<file path="config.mk">
export PLATFORM = sky130hd
export DESIGN_NAME = srlatch_monitor
export DESIGN_NICKNAME = d
export VERILOG_FILES = /design/src/rtl/srlatch_pkg.sv /design/src/rtl/srlatch_monitor_sync_ff.sv /design/src/rtl/srlatch_monitor.sv
export SDC_FILE = /design/constraint.sdc
export NUM_CORES = 1
export LEC_CHECK = 0
export BUFFER_PORTS_ARGS = -buffer_cell sky130_fd_sc_hd__buf_2
export CAP_MARGIN = 20
export CORE_ASPECT_RATIO = 1.2
export CORE_MARGIN = 5
export CORE_UTILIZATION = 40
export CTS_BUF_LIST = sky130_fd_sc_hd__clkbuf_4 sky130_fd_sc_hd__clkbuf_8
export DETAILED_ROUTE_END_ITERATION = 8
export PLACE_DENSITY = 0.65
export SYNTH_ARGS = -nofsm -noshare
export SYNTH_HDL_FRONTEND = slang
export SYNTH_SLANG_ARGS = --single-unit
export TNS_END_PERCENT = 50
</file>
<file path="constraint.sdc">
create_clock -name clk -period 2.6 [get_ports clk]
set_input_delay 0.52 -clock clk [delete_from_list [all_inputs] [get_ports clk]]
set_output_delay 0.52 -clock clk [all_outputs]
set_load 0.03 [all_outputs]
</file>
<file path="src/rtl/srlatch_pkg.sv">
// Shared types for the SR-latch monitor: state encoding and expected latch outputs.
// Macro SRLATCH_MON_RACE_EN adds the ST_RACE state.
package srlatch_pkg;

`ifdef SRLATCH_MON_RACE_EN
  typedef enum logic [2:0] {
    ST_UNK    = 3'd0,
    ST_SET    = 3'd1,
    ST_RST    = 3'd2,
    ST_FORBID = 3'd3,
    ST_RACE   = 3'd4
  } mon_state_t;
`else
  typedef enum logic [2:0] {
    ST_UNK    = 3'd0,
    ST_SET    = 3'd1,
    ST_RST    = 3'd2,
    ST_FORBID = 3'd3
  } mon_state_t;
`endif

  // Expected {q, q_bar}; states without a check return 00 and are masked by has_check.
  function automatic logic [1:0] exp_q(input mon_state_t st);
    case (st)
      ST_SET:  exp_q = 2'b10;
      ST_RST:  exp_q = 2'b01;
      default: exp_q = 2'b00;
    endcase
  endfunction

  function automatic logic has_check(input mon_state_t st);
    case (st)
      ST_SET, ST_RST, ST_FORBID: has_check = 1'b1;
      default:                   has_check = 1'b0;
    endcase
  endfunction

endpackage

</file>
<file path="src/rtl/srlatch_monitor_sync_ff.sv">
// Multi-flop synchronizer for a W-bit bundle of asynchronous signals.
module sync_ff #(
  parameter int STAGES = 2,
  parameter int W      = 1
) (
  input  logic         clk,
  input  logic         rst,
  input  logic [W-1:0] d,
  output logic [W-1:0] q
);

  logic [W-1:0] stage_r [STAGES];

  // Shift chain: stage 0 captures the asynchronous input.
  always_ff @(posedge clk or posedge rst) begin
    if (rst) begin
      for (int i = 0; i < STAGES; i++) stage_r[i] <= {W{1'b0}};
    end else begin
      stage_r[0] <= d;
      for (int i = 1; i < STAGES; i++) stage_r[i] <= stage_r[i-1];
    end
  end

  assign q = stage_r[STAGES-1];

endmodule

</file>
<file path="src/rtl/srlatch_monitor.sv">
// Clocked observer for an SR NOR latch: state tracking, error pulses and event counters.
// Macro SRLATCH_MON_RACE_EN enables ST_RACE and the race_pulse output.
module srlatch_monitor
  import srlatch_pkg::*;
#(
  parameter int SYNC_STAGES = 2,
  parameter int SETTLE_CYC  = 3,
  parameter int CNT_W       = 8
) (
  input  logic             clk,
  input  logic             rst,
  input  logic             s,
  input  logic             r,
  input  logic             q,
  input  logic             q_bar,
  input  logic             clr,
  output mon_state_t       state,
  output logic             err_forbid,
  output logic             err_mismatch,
`ifdef SRLATCH_MON_RACE_EN
  output logic             race_pulse,
`endif
  output logic [CNT_W-1:0] set_cnt,
  output logic [CNT_W-1:0] rst_cnt,
  output logic [CNT_W-1:0] forbid_cnt
);

  localparam int SW = $clog2(SETTLE_CYC + 1);
  localparam logic [SW-1:0] SETTLE_MAX = SW'(SETTLE_CYC);
  localparam logic [SW-1:0] SETTLE_PRE = SW'(SETTLE_CYC - 1);

  logic          s_y_s, r_y_s, q_y_s, qb_y_s;
  mon_state_t    state_r, state_nxt_s, resolve_s;
  logic          entry_s, mismatch_hit_s;
  logic [SW-1:0] settle_cnt_r;
  logic          fired_r;

  sync_ff #(.STAGES(SYNC_STAGES), .W(4)) u_sync (
    .clk (clk),
    .rst (rst),
    .d   ({s, r, q, q_bar}),
    .q   ({s_y_s, r_y_s, q_y_s, qb_y_s})
  );

  function automatic logic [CNT_W-1:0] cnt_next(input logic [CNT_W-1:0] cnt,
                                                input logic inc, input logic clear);
    if (clear)                              cnt_next = {CNT_W{1'b0}};
    else if (inc && cnt != {CNT_W{1'b1}})   cnt_next = cnt + {{(CNT_W-1){1'b0}}, 1'b1};
    else                                    cnt_next = cnt;
  endfunction

  // State register.
  always_ff @(posedge clk or posedge rst) begin
    if (rst) state_r <= ST_UNK;
    else     state_r <= state_nxt_s;
  end

  // Next-state: input pair dominates, idle inputs resolve unknown states from the outputs.
  always_comb begin
    if (q_y_s && !qb_y_s)      resolve_s = ST_SET;
    else if (!q_y_s && qb_y_s) resolve_s = ST_RST;
    else                       resolve_s = state_r;
    state_nxt_s = state_r;
    case ({s_y_s, r_y_s})
      2'b10:   state_nxt_s = ST_SET;
      2'b01:   state_nxt_s = ST_RST;
      2'b11:   state_nxt_s = ST_FORBID;
      default: begin
        case (state_r)
`ifdef SRLATCH_MON_RACE_EN
          ST_FORBID:       state_nxt_s = ST_RACE;
          ST_UNK, ST_RACE: state_nxt_s = resolve_s;
`else
          ST_FORBID:       state_nxt_s = ST_UNK;
          ST_UNK:          state_nxt_s = resolve_s;
`endif
          default:         state_nxt_s = state_r;
        endcase
      end
    endcase
  end

  // Output decode: entry detection and the one-shot mismatch condition.
  always_comb begin
    entry_s        = (state_nxt_s != state_r);
    mismatch_hit_s = !entry_s && !fired_r && (settle_cnt_r >= SETTLE_PRE) &&
                     has_check(state_r) && ({q_y_s, qb_y_s} != exp_q(state_r));
  end

  // Settle timer, pulses and saturating counters.
  always_ff @(posedge clk or posedge rst) begin
    if (rst) begin
      settle_cnt_r <= {SW{1'b0}};
      fired_r      <= 1'b0;
      err_forbid   <= 1'b0;
      err_mismatch <= 1'b0;
`ifdef SRLATCH_MON_RACE_EN
      race_pulse   <= 1'b0;
`endif
      set_cnt      <= {CNT_W{1'b0}};
      rst_cnt      <= {CNT_W{1'b0}};
      forbid_cnt   <= {CNT_W{1'b0}};
    end else begin
      if (entry_s)                        settle_cnt_r <= {SW{1'b0}};
      else if (settle_cnt_r != SETTLE_MAX) settle_cnt_r <= settle_cnt_r + {{(SW-1){1'b0}}, 1'b1};
      else                                settle_cnt_r <= settle_cnt_r;
      fired_r      <= entry_s ? 1'b0 : (fired_r | mismatch_hit_s);
      err_mismatch <= mismatch_hit_s;
      err_forbid   <= entry_s && (state_nxt_s == ST_FORBID);
`ifdef SRLATCH_MON_RACE_EN
      race_pulse   <= entry_s && (state_nxt_s == ST_RACE);
`endif
      set_cnt      <= cnt_next(set_cnt,    entry_s && (state_nxt_s == ST_SET),    clr);
      rst_cnt      <= cnt_next(rst_cnt,    entry_s && (state_nxt_s == ST_RST),    clr);
      forbid_cnt   <= cnt_next(forbid_cnt, entry_s && (state_nxt_s == ST_FORBID), clr);
    end
  end

  assign state = state_r;

endmodule

</file>
After elaboration in Yosys (flattened, before gate mapping)
Cells that the tools add are included.
{"block": "totals", "wordCells": 68, "out_inout_bits": 29, "input_bits": 7, "register_bits": 40}
{"block": "classes", "addsub": 4, "muxes": 15, "n_eq_ne": 15, "reduce_logical": 22, "n_bitwise": 1, "magnitude_cmp": 1}
{"cell": "$mux 8", "count": 6}
{"cell": "$add 8x1->8 const B", "count": 3}
{"cell": "$ne 8x8->1 const B", "count": 3}
{"cell": "$eq 3x2->1 const B", "count": 4}
{"cell": "$logic_and 1x1->1", "count": 12}
{"cell": "$pmux 3 s3", "count": 1}
{"cell": "$reduce_bool 2->1", "count": 4}
{"cell": "$eq 3x1->1 const B", "count": 2}
{"cell": "$mux 3", "count": 2}
{"cell": "$pmux 3 s2", "count": 1}
{"cell": "$eq 2x2->1 const B", "count": 2}
{"cell": "$logic_not 1->1", "count": 4}
{"cell": "$mux 2", "count": 2}
{"cell": "$pmux 2 s2", "count": 1}
{"cell": "$logic_not 3->1", "count": 1}
{"cell": "$ne 3x3->1", "count": 1}
{"cell": "$reduce_or 3->1", "count": 1}
{"cell": "$add 2x1->2 const B", "count": 1}
{"cell": "$eq 2x1->1 const B", "count": 1}
{"cell": "$ge 2x2->1 const B", "count": 1}
{"cell": "$mux 1", "count": 2}
{"cell": "$ne 2x2->1", "count": 1}
{"cell": "$ne 2x2->1 const B", "count": 1}
{"cell": "$or 1x1->1", "count": 1}

Logic depth before layout (Yosys ltp)
{"block": "logic_depth", "ltp_word": 14, "mapped_depth": 7, "mapped_depth_nobuf": 6}

By module
A second synthesis with hierarchy kept.
{"block": "hier_totals", "hier_cells": 216, "area_unflattened_um2": 2140.8}
{"mod": "srlatch_monitor", "n_inst": 1, "cells_each": 203, "area_per_inst_um2": 1906.8, "seq_area_each_um2": 800.8}
{"mod": "sync_ff", "n_inst": 1, "cells_each": 13, "area_per_inst_um2": 234.0, "seq_area_each_um2": 200.2}

Least setup slack after synthesis
OpenSTA, ideal clock, no wires.
{"block": "synth_timing", "path_kind": "reg2reg", "start": "reg rst_cnt[0]", "end": "reg rst_cnt[7]", "setup_time_ps": 125, "path_slack_ps": 106, "path_buffers": 1, "period_less_slack_ps": 2494, "path_stages_with_launch": 8, "t_arrival_ps": 2369, "required_ps": 2475, "path_cell_list": "dfrtp_1 > ha_1 > and3_1 > a31o_1 > or3_1 > buf_2 > or4b_4 > mux2_4"}
{"block": "synth_between", "elab_chain_len": 3, "word_cells_on_any_way": 6, "cone_classes": "add/sub: 1; eq/ne: 1; mux: 2; reduce/logical: 2"}
{"item": "start: declaration", "line": "srlatch_monitor.sv:24", "text": "output logic [CNT_W-1:0] rst_cnt,"}
{"item": "start signal: assignment", "line": "srlatch_monitor.sv:101", "text": "rst_cnt <= {CNT_W{1'b0}};"}
{"item": "start signal: assignment", "line": "srlatch_monitor.sv:114", "text": "rst_cnt <= cnt_next(rst_cnt, entry_s && (state_nxt_s == ST_RST), clr);"}
{"item": "$add 8x1->8 / $ne 8x8->1 (equally long branches)", "line": "srlatch_monitor.sv:48", "text": "else if (inc && cnt != {CNT_W{1'b1}}) cnt_next = cnt + {{(CNT_W-1){1'b0}}, 1'b1};"}
{"item": "$mux 8 / $logic_and 1x1->1 (equally long branches)", "line": "srlatch_monitor.sv:48"}
{"item": "$mux 8 / $reduce_bool 2->1 (equally long branches)"}
Parallel ways exist; a longest one is shown, timed or not. The select of a mux whose other input is x is not followed.
A chain may end at the register's enable or synchronous reset.

Worst setup path after layout
Ends and elaborated chain as after synthesis.

==> impl_results.md <==
* RSZ-0062 raised after global routing: false
* Post-synth EDFFs at 0
* Clk root buf: clkbuf_8
* Synth Flop Type: dfrtp_1
* Register Area at 1000 um^2
* Syn. warnings at 0
* GR Util All Layers at 13.2%
* CP peak stage delay at between 0.5 and 0.6 ns
* Final Core Density at 48.7%
* Fin. Hold Viols at 0
* Register-to-register path setup slack at 0.18 ns
* Cells after synthesis at approximately 210
* DRC at 0
* Io pins at 36
* Initial core utilization at 41.1%
* Largest net degree at the start of global routing at 42
* Slew HR at approximately half
* Worst-path cell chain: ha_1, and3_1, a31o_1, or3_1, or4b_4, mux2_4
* Synth async-reset ratio at 100%
* Type of the worst setup path: flop to flop
* Synth unique cells at 46
* CTS Buffer Depth at 2
* Die area at ~7000 um^2
* 1st-pass router iterations at 4
* Wire per inst at 13.9 um
* P_leak at around 1.2 nW
* CP startpoint: rst_cnt[0]
* CP Max Fanout at 7
* Share of layout cells above drive strength 1 at 26.7%
* Hpwl dp at 3120 um
* N_diodes at 0
* Cell area power density at 620 nW/um^2
* Die W at 77.1 um
* Critical R2R Launch: rst_cnt[0]
* First-pass GRT wire length at 7640 um
* Post-route cell area at 2560 um^2
* Cts hold-fix bufs at 0
* Port bufs at 35
* Total CTS buffers at 5
* Site Rows at 29
* Worst path depth at 6
* Final wirelength at 4360 um
* CP Capture Type: flop
* Outcome: complete, no violations
* DP Area at about 2400 um^2
* # setup viols final at 0
* CP required at 2.79 ns
* Multi-input logic area at 1070 um^2
* Delay-heaviest family, CP: simple AND/OR/NAND/NOR gates
* CTS tree: built
* Via density at between 5 and 6
* Die height at 90.6 um
* GRT Residual Overflow at 0
* Sequential cell area fraction in the yosys report at 46.3%
* Core Area at between 5000 and 6000 um^2
* Fmax at 414 MHz
* H-tree lvl count at 2
* Crit path to: rst_cnt[7]
* Area of the mapped netlist at around 2200 um^2
* Vias in the first global route at 1634
* Initial DRC count at 127
* Syn nets at 225
* Crit path launch type: flop
* Worst path slowest cell: or4b_4
* WP buf/inv at 0
* Filler cell count at 497
* WP data arrival at between 2 and 3 ns
* Cell count of the worst reg-to-reg path at 6
* Maximum VDD drop at between 200 and 250 uV
* Total Power at around 0.0016 W
* Via count at 1614
* Worst skew pair latency at 0.29 ns
* Avg Cell Area, Syn at slightly above 10 um^2
* CTS sink cnt at 40
* Worst min-delay path class: input port to async pin
* #FFs+latches synth at 40
* Final #Nets at ~260
* Most common library cell in the layout ignoring fill and taps: dfrtp_1
* Clock Skew at 0.00388 ns
* Post_cts resized at 0
* Commonest non-fill, non-tap cells in the layout: dfrtp_1 (40), buf_2 (35), nor2_1 (29)
* Max Slew Vio Count at 0
* Initial antenna violation count at 0
* Least-Margin Pin Slew at 0.722 ns
* Final setup TNS at 0 ns
* R2R Path End: rst_cnt[7]
* Max-cap viol count at 0
* Postcts setup bufs at 0
* Minimum clock period at between 2 and 2.5 ns
* Place WS at about 0.19 ns
* Syn-to-layout area delta at 18.4%
* RePlAce Congestion at 0.734
* Final WS setup at 0.182 ns
* Tcrit/Tclk final at 93.0%
* Antenna viol nets, final at 0
* Clock transition at path regs at around 0.08 ns
-- layer usage --
metal / part of all wire, % / GRT usage, %
met1: 45 / 15.7
met2: 50 / 22.9
met3: 3.6 / 3.79
met4: 1.1 / 3.87
met5: 0 / 0
-- metrics by stage --
stage / std cells / hold WS [ns]
floorplan: 213 / 0.331
global placement: 305 / 0.335
detailed placement: 305 / 0.337
CTS: 313 / 0.313
global route: 313 / 0.313
finish: 313 / 0.325
-- worst reg2reg max path, stage by stage, from the launching register on --
cell and delay [ns]:
dfrtp_1 0.42, ha_1 0.21, and3_1 0.20, a31o_1 0.20, or3_1 0.42, or4b_4 0.56
mux2_4 0.30
-- report_power, final --
part | internal (W) | switching (W)
logic | 0.0000748 | 0.000117
clock network | 0.000480 | 0.000228
registers | 0.000656 | 0.0000330
total | 0.00121 | 0.000378
-- state kept, by name (all words and copies together) (netlist names) --
| register | count |
|---|---|
| rst_cnt | 8 |
| settle_cnt_r | 2 |
| err_forbid | 1 |
| u_sync.q | 4 |
| fired_r | 1 |
| state | 3 |
| err_mismatch | 1 |
| forbid_cnt | 8 |
| set_cnt | 8 |
| u_sync.stage_r | 4 |
-- cells in the mapped netlist, types with 6 or more instances --
master | n | area (um^2)
clkbuf_1 | 6 | 22.5
dfrtp_1 | 40 | 1000
inv_1 | 9 | 33.8
mux2_2 | 14 | 158
nand2_1 | 7 | 26.3
nand2b_1 | 6 | 37.5
nand3_1 | 7 | 35.0
nor2_1 | 29 | 109
nor2b_1 | 16 | 100
nor4_1 | 6 | 37.5
-- how the worst min path moves through the flow --
stage | startpoint | end | slack (ns) | cells past startpoint
after floorplan | u_sync.stage_r[4] | u_sync.q[0] | 0.33 | 0
after global placement | u_sync.stage_r[7] | u_sync.q[3] | 0.34 | 0
after detailed placement | u_sync.stage_r[4] | u_sync.q[0] | 0.34 | 0
after CTS | s | u_sync.stage_r[7] | 0.31 | 1
after global routing | r | u_sync.stage_r[6] | 0.31 | 1
final | rst | u_sync.stage_r[7] | 0.33 | 3
-- cell type report --
type,count,area share [%]
clock buffer,5,2.69
tap,62,3.03
timing repair buffer,41,8.60
inverter,9,1.32
sequential,40,39.1
multi-input combinational,153,41.8
clock inverter,3,3.52
-- cell families (layout without fill, tap and decap cells) --
| group | count (synthesis) | count (layout) | synth area share [%] |
|---|---|---|---|
| buffers and inverters | 20 | 58 | 4.28 |
| AOI/OAI and AO/OA | 24 | 24 | 8.27 |
| xor gates and xnor gates | 5 | 5 | 2.02 |
| DFF | 40 | 40 | 46.3 |
| adders and majority gates | 5 | 5 | 2.89 |
| muxes | 18 | 18 | 9.37 |
| and+or+nand+nor | 101 | 101 | 26.9 |
(Power assumes the default switching activity.)
